### src/rtl/decode_issue_queue.sv
// Decode-stage issue queue: fetched {pc,instr} pairs are decoded on enqueue and
// held in a DEPTH-entry FIFO whose head drives the ID/EX control outputs.
module decode_issue_queue #(
  parameter int DEPTH = 4,
  parameter int PC_W  = 32
) (
  input  logic                       clk,
  input  logic                       rst,
  input  logic                       flush,
  input  logic                       in_valid,
  output logic                       in_ready,
  input  logic [31:0]                in_instr,
  input  logic [PC_W-1:0]            in_pc,
  output logic                       out_valid,
  input  logic                       out_ready,
  output logic [31:0]                out_instr,
  output logic [PC_W-1:0]            out_pc,
  output logic                       regwrite,
  output logic                       regdst,
  output logic                       alusrc,
  output logic                       branch,
  output logic                       memwrite,
  output logic                       memtoreg,
  output logic                       jump,
  output logic                       memen,
  output logic                       jal,
  output logic                       jr,
  output logic                       bal,
  output logic                       write_to_31,
  output logic                       hlwrite,
  output logic                       cp0we,
  output logic                       cp0read,
  output logic                       eret,
  output logic                       syscall,
  output logic                       brk,
  output logic                       ri,
  output logic [$clog2(DEPTH):0]     count
);

  localparam int AW     = $clog2(DEPTH);
  localparam int CW     = AW + 1;
  localparam int CTRL_W = 19;

  // Control bundle layout, MSB first:
  // regwrite regdst alusrc branch memwrite memtoreg jump | memen |
  // jal jr bal write_to_31 hlwrite | cp0we cp0read eret syscall brk | ri
  function automatic logic [CTRL_W-1:0] decode(input logic [31:0] instr);
    logic [5:0]        op;
    logic [5:0]        funct;
    logic [4:0]        rs;
    logic [4:0]        rt;
    logic [CTRL_W-1:0] c;
    op    = instr[31:26];
    rs    = instr[25:21];
    rt    = instr[20:16];
    funct = instr[5:0];
    c     = 19'd0;
    case (op)
      6'h08, 6'h09, 6'h0A, 6'h0B,
      6'h0C, 6'h0D, 6'h0E, 6'h0F: c[18:12] = 7'b1010000;
      6'h04, 6'h05, 6'h06, 6'h07: c[18:12] = 7'b0001000;
      6'h02: c[18:12] = 7'b0000001;
      6'h03: begin
        c[18:12] = 7'b1000000;
        c[10]    = 1'b1;
        c[7]     = 1'b1;
      end
      6'h01: begin
        case (rt)
          5'h00, 5'h01: c[18:12] = 7'b0001000;
          5'h10, 5'h11: begin
            c[18:12] = 7'b1001000;
            c[8]     = 1'b1;
            c[7]     = 1'b1;
          end
          default: c[0] = 1'b1;
        endcase
      end
      6'h20, 6'h21, 6'h23, 6'h24, 6'h25: begin
        c[18:12] = 7'b1010010;
        c[11]    = 1'b1;
      end
      6'h28, 6'h29, 6'h2B: begin
        c[18:12] = 7'b0010100;
        c[11]    = 1'b1;
      end
      6'h10: begin
        if (rs == 5'h00 && instr[10:0] == 11'd0) begin
          c[18:12] = 7'b1000000;
          c[4]     = 1'b1;
        end else if (rs == 5'h04 && instr[10:0] == 11'd0) begin
          c[5] = 1'b1;
        end else if (instr == 32'h42000018) begin
          c[3] = 1'b1;
        end else begin
          c[0] = 1'b1;
        end
      end
      6'h00: begin
        case (funct)
          6'h08: begin
            c[18:12] = 7'b0000001;
            c[9]     = 1'b1;
          end
          6'h09: begin
            c[18:12] = 7'b1100000;
            c[9]     = 1'b1;
          end
          6'h0C: c[2] = 1'b1;
          6'h0D: c[1] = 1'b1;
          6'h11, 6'h13, 6'h18, 6'h19, 6'h1A, 6'h1B: c[6] = 1'b1;
          6'h10, 6'h12: c[18:12] = 7'b1100000;
          6'h00, 6'h02, 6'h03, 6'h04, 6'h06, 6'h07,
          6'h20, 6'h21, 6'h22, 6'h23, 6'h24, 6'h25, 6'h26, 6'h27,
          6'h2A, 6'h2B: c[18:12] = 7'b1100000;
          default: c[0] = 1'b1;
        endcase
      end
      default: c[0] = 1'b1;
    endcase
    return c;
  endfunction

  logic [PC_W-1:0]   pc_mem    [DEPTH];
  logic [31:0]       instr_mem [DEPTH];
  logic [CTRL_W-1:0] ctrl_mem  [DEPTH];
  logic [AW-1:0]     wr_ptr;
  logic [AW-1:0]     rd_ptr;
  logic [CW-1:0]     count_r;
  logic              push;
  logic              pop;
  logic [CTRL_W-1:0] head_ctrl;

  assign count     = count_r;
  assign in_ready  = (count_r != CW'(DEPTH));
  assign out_valid = (count_r != CW'(0));
  assign push      = in_valid & in_ready;
  assign pop       = out_valid & out_ready;
  assign out_instr = instr_mem[rd_ptr];
  assign out_pc    = pc_mem[rd_ptr];

  // Pointer and occupancy update; reset and flush both empty the queue.
  always_ff @(posedge clk) begin
    if (rst || flush) begin
      wr_ptr  <= AW'(0);
      rd_ptr  <= AW'(0);
      count_r <= CW'(0);
    end else begin
      if (push) wr_ptr <= wr_ptr + AW'(1);
      if (pop)  rd_ptr <= rd_ptr + AW'(1);
      case ({push, pop})
        2'b10:   count_r <= count_r + CW'(1);
        2'b01:   count_r <= count_r - CW'(1);
        default: count_r <= count_r;
      endcase
    end
  end

  // Entry storage: the word is decoded once, on the way in.
  always_ff @(posedge clk) begin
    if (push && !flush && !rst) begin
      pc_mem[wr_ptr]    <= in_pc;
      instr_mem[wr_ptr] <= in_instr;
      ctrl_mem[wr_ptr]  <= decode(in_instr);
    end
  end

  // Head control bundle, forced to zero while the queue is empty.
  always_comb begin
    head_ctrl = 19'd0;
    if (out_valid) begin
      head_ctrl = ctrl_mem[rd_ptr];
    end else begin
      head_ctrl = 19'd0;
    end
  end

  assign {regwrite, regdst, alusrc, branch, memwrite, memtoreg, jump,
          memen, jal, jr, bal, write_to_31, hlwrite,
          cp0we, cp0read, eret, syscall, brk, ri} = head_ctrl;

endmodule

### config.mk
export PLATFORM = sky130hd
export DESIGN_NAME = decode_issue_queue
export DESIGN_NICKNAME = d
export VERILOG_FILES = /design/src/rtl/decode_issue_queue.sv
export SDC_FILE = /design/constraint.sdc
export NUM_CORES = 1
export LEC_CHECK = 0
export ABC_AREA = 1
export BUFFER_PORTS_ARGS = -buffer_cell sky130_fd_sc_hd__buf_2
export CAP_MARGIN = 10
export CORE_UTILIZATION = 55
export DETAILED_ROUTE_END_ITERATION = 12
export GPL_TIMING_DRIVEN = 0
export PLACE_DENSITY = 0.76
export SYNTH_ARGS = -nofsm -noshare
export SYNTH_HDL_FRONTEND = slang
export SYNTH_SLANG_ARGS = --single-unit
### constraint.sdc
create_clock -name clk -period 5.5 [get_ports clk]
set_clock_uncertainty 0.1 [all_clocks]
set_input_delay 0.55 -clock clk [delete_from_list [all_inputs] [get_ports clk]]
set_output_delay 0.55 -clock clk [all_outputs]
set_load 0.02 [all_outputs]
# ---- Word-level counts from Yosys, hierarchy flattened
# Memories as Yosys holds them, arrays and structs flattened. A register that Yosys moved wholly into a read port is not among the register bits.
# Index checks and enable logic that the tools add are counted.
dict set report op_classes {
  n_addsub 4
  n_eq_ne 59
  muxes 49
  bitwise 2
  n_reduce_logical 27
}
# cell n
set ops {}
lappend ops {{$eq A6 B6 Y1 const B} 18}
lappend ops {{$eq A6 B4 Y1 const B} 12}
lappend ops {{$pmux W7 S9} 1}
lappend ops {{$eq A6 B5 Y1 const B} 9}
lappend ops {{$eq A6 B3 Y1 const B} 7}
lappend ops {{$eq A32 B31 Y1 const B} 1}
lappend ops {{$mux W1} 29}
lappend ops {{$pmux W7 S2} 2}
lappend ops {{$reduce_or A28 Y1} 1}
lappend ops {{$eq A6 B2 Y1 const B} 4}
lappend ops {{$reduce_or A22 Y1} 1}
lappend ops {{$mux W19} 1}
lappend ops {{$reduce_or A19 Y1} 1}
lappend ops {{$mux W2} 9}
lappend ops {{$reduce_or A8 Y1} 2}
lappend ops {{$mux W7} 2}
lappend ops {{$logic_not A6 Y1} 2}
lappend ops {{$logic_not A11 Y1} 1}
lappend ops {{$eq A5 B5 Y1 const B} 2}
lappend ops {{$logic_not A5 Y1} 2}
lappend ops {{$reduce_or A4 Y1} 2}
lappend ops {{$eq A6 B1 Y1 const B} 1}
lappend ops {{$mux W3} 2}
lappend ops {{$pmux W3 S2} 1}
lappend ops {{20 further kinds} 28}
dict set report word_totals {
  reg_bits 7
  ram_bits 332
  out_inout_bits 88
  mem_count 3
}
# memory words width read_ports rd_clocked_by_memory_dff wr line
set mem_list {}
lappend mem_list {instr_mem 4 32 1 1 1 125} ;# logic [31:0] instr_mem [DEPTH];
lappend mem_list {pc_mem 4 32 1 1 1 124} ;# logic [PC_W-1:0] pc_mem [DEPTH];
lappend mem_list {ctrl_mem 4 19 1 1 1 126} ;# logic [CTRL_W-1:0] ctrl_mem [DEPTH];

# ---- Longest topological paths before layout
dict set report logic_depth {
  ltp_word 6
  ltp_mapped 10
}

# ---- Least setup slack after synthesis
# Ideal clock, no wire load.
dict set report synth_path {
  path_kind {register -> register}
  startpoint {register count_r[0] (netlist: count[0])}
  endpoint {memory ctrl_mem[0][0], enable pin}
  arrival_time_ns 4.515
  slack_ns 0.360
  path_stages_with_launch 5
  n_path_buf 0
  cell_sequence {dfxtp_1 > inv_1 > nand3_1 > nand3_1 > nor2_1}
}
dict set report synth_via {
  elab_chain_cells 6
}
# item line
set synth_rtl {}
lappend synth_rtl {{start: declaration} 129} ;# logic [CW-1:0] count_r;
lappend synth_rtl {{start signal: assignment} 152} ;# 2'b10: count_r <= count_r + CW'(1);
lappend synth_rtl {{start signal: assignment} 153} ;# 2'b01: count_r <= count_r - CW'(1);
lappend synth_rtl {{start signal: assignment} 154} ;# default: count_r <= count_r;
lappend synth_rtl {{$ne A3 B3 Y1} 135} ;# assign in_ready = (count_r != CW'(DEPTH));
lappend synth_rtl {{net in_ready} 11} ;# output logic in_ready,
lappend synth_rtl {{$and A1 B1 Y1} 137} ;# assign push = in_valid & in_ready;
lappend synth_rtl {{$logic_and A1 B1 Y1 (2 in a row)} 161} ;# if (push && !flush && !rst) begin
lappend synth_rtl {{$mux W1} 161}
lappend synth_rtl {{$mux W1 (implied by the code)} 164} ;# ctrl_mem[wr_ptr] <= decode(in_instr);
lappend synth_rtl {{end: declaration} 126}
# The timed path passes the listed nets, and every way through them passes these cells.

==> reports/results.ini <==
[setup_path]
critPathKind = reg -> out
crit_chain = buf_2, clkbuf_1, o21ai_0, o22ai_1, buf_2
r2r-start = count[1]$_SDFFE_PP0P_
slowest_stage = clkbuf_1
ff2ff_path_depth = 6
start_kind = register
cp.required_ns = 4.85
critPathCaptureType = primary output
crit_fanout = 10
arrival_ns = 2.31
cp_common_cell = buf_2
slowest_delay_ns = 0.40

[clocking]
clock_sinks = 341
clkTransAtPathRegs_ns = 0.06
clk_path_buf_depth = 3
clk_latency_ns = 0.51
htree_levels = 2
ctsRootBufferMaster = clkbuf_16
post_cts.repair.setup_buffers = 0
cts_resized = 0
ctsHoldBuffers = 0
cts_tree = built
cts_buffers = 35

[global_route]
grt_pass1_wl_um = 45600
grt_pass1_vias = 8487
antenna_found_initial = 0
grt-ovfl-total = 0
gr-usage-all-layers_pct = 24.5
grt_max_degree = 30

[floorplanning]
die_y_um = 158
dieArea_mm2 = 0.0251
core-area_mm2 = 0.0238
rows = 56
io_pins = 157
start_util_pct = 56.6
die_x_um = 158

[timing]
min_period_over_period_pct = 53.9
rsz0062_at_grt = no
hold_violations = 0
fin_setup_tns_ns = 0
finalCriticalPeriod_ns = 2.96
finalSetupViolCount = 0
drv_slew = 0
max_slew_margin_pct = 59.8
fmax_mhz = 338
setup_slack_ns = 2.54
worst_pin_slew_ns = 0.598

[synth]
synth.area.mux_share_pct = 0
ys_seq_area_share_pct = 75.5
synth-seq-cells = 341
synth_ff_type = edfxtp_1
netlist_area_mm2 = 0.0134
syn_nets = 1117
async_flop_share_pct = 0
syn_area_per_cell_um2 = 12.9
synthAdderAreaFrac_pct = 0.614
synth_top_family_by_area = compound AO/OA/AOI/OAI gates
synth.distinct_cells = 27
synth_cells = 1042
ys_warn_count = 0
synth_edf_count = 332
synth_compound_area_share_pct = 10.8
synth_xor_area_share_pct = 0
synth-simple-area-share_pct = 9.33

[status]
outcome = finished, final reports clean

[power_and_ir_drop]
peakVddDrop_mv = 0.290
power_density_mw_per_mm2 = 337
leakage_nw = 5.71
power_w = 0.00538

[route]
routed_wl_um = 30100
wl_met3_um = 2100
drc = 0
top_layer = met4
vias_per_cell = 5.52
routedLengthMet1_um = 12400
drt_iter0_drc = 790
route.detailed.wl_per_inst_um = 18.9
first_pass_iters = 5
met2_length_um = 14800
vias = 8776
postRouteAntennaNets = 0

[layout]
nNetsFinal = 1322
syn_to_final_growth_pct = 18.6
layout-drive-gt1-share_pct = 19.6
insertedDiodeCount = 0

[worst_hold_path]
hold_path_depth = 1
hold_class = in -> reg
min-delay-start = in_pc[17]

[job]
drv_cap = 0

[place]
portBuffers = 156
hpwl_um = 19100
gp_congestion = 0.779
dp_slack_ns = 2.54

-- synth_stat cells (all sizes together), types with 4 or more instances --
library cell | count | area (um^2)
edfxtp | 332 | 9970
clkbuf | 32 | 123
nand2 | 42 | 158
nor3 | 4 | 25.0
nand3 | 17 | 85.1
nor2 | 251 | 960
o21ai | 176 | 881
ha | 5 | 62.6
buf | 24 | 204
inv | 49 | 184
dfxtp | 9 | 180
o22ai | 66 | 413
a21oi | 29 | 145
-- flip-flops by register name, indices dropped and copies added (netlist names), named ones only --
register,cells
count,3
ctrl_mem,76
instr_mem,128
pc_mem,128
rd_ptr,2
wr_ptr,2
-- worst max-delay path: cells and delay by family (launching register included) --
| family | cells | cell delay [ns] |
|---|---|---|
| buf+inv | 3 | 0.95 |
| compound gates | 2 | 0.49 |
| flops | 1 | 0.35 |
-- routing by layer --
layer	vias to the layer above	track usage [%]
met1	4200	32.0
met3	60	4.08
li1	4187	-
met5	-	0
met2	329	41.8
met4	0	8.56
-- cell usage in the layout (no fill, tap or decap), drive strengths merged, types with 2 or more instances in the layout --
cell,count
edfxtp,332
nor2,251
buf,192
o21ai,176
clkbuf,73
o22ai,66
inv,52
nand2,42
a21oi,29
nand3,17
clkinv,13
dfxtp,9
ha,5
nor3,4
bufinv,2
-- report_power, final --
part	switching, W	internal [W]
Sequential	0.00000814	0.00288
Combinational	0.000210	0.0000924
Clock	0.000930	0.00126
Total	0.00115	0.00423
-- cell families after synthesis --
family | Yosys count
buffers and inverters | 105
adder cells (fa/ha/maj) | 6
AO/OA/AOI/OAI | 272
flip-flops | 341
AND/OR/NAND/NOR | 318
-- final timing paths --
check	end	slack [ns]
worst max-delay path	out_instr[20]	2.54
worst max register to register	pc_mem[2][6]$_DFFE_PP_	3.10
worst min-delay path	pc_mem[0][17]$_DFFE_PP_	0.14
worst min register to register	register	0.37
-- cell type report --
class / instances / area [um^2]
Tap cell: 319 / 399
Multi-Input combinational cell: 596 / 2810
Sequential cell: 341 / 10100
Inverter: 49 / 184
Clock inverter: 19 / 148
Buffer: 56 / 327
Fill cell: 1724 / 7810
Timing Repair Buffer: 168 / 1030
Clock buffer: 41 / 898
-- through the flow --
step	hold slack (ns)	utilization, %	instance area, um^2	cells
after global routing	0.142	67.1	15900	1589
final	0.143	67.1	15900	1589
after global placement	0.355	61.6	14600	1517
after detailed placement	0.365	62.7	14900	1529
after CTS	0.127	67.1	15900	1589
after floorplan	0.336	-	13400	1042
Power figures use the tool's default switching activity.
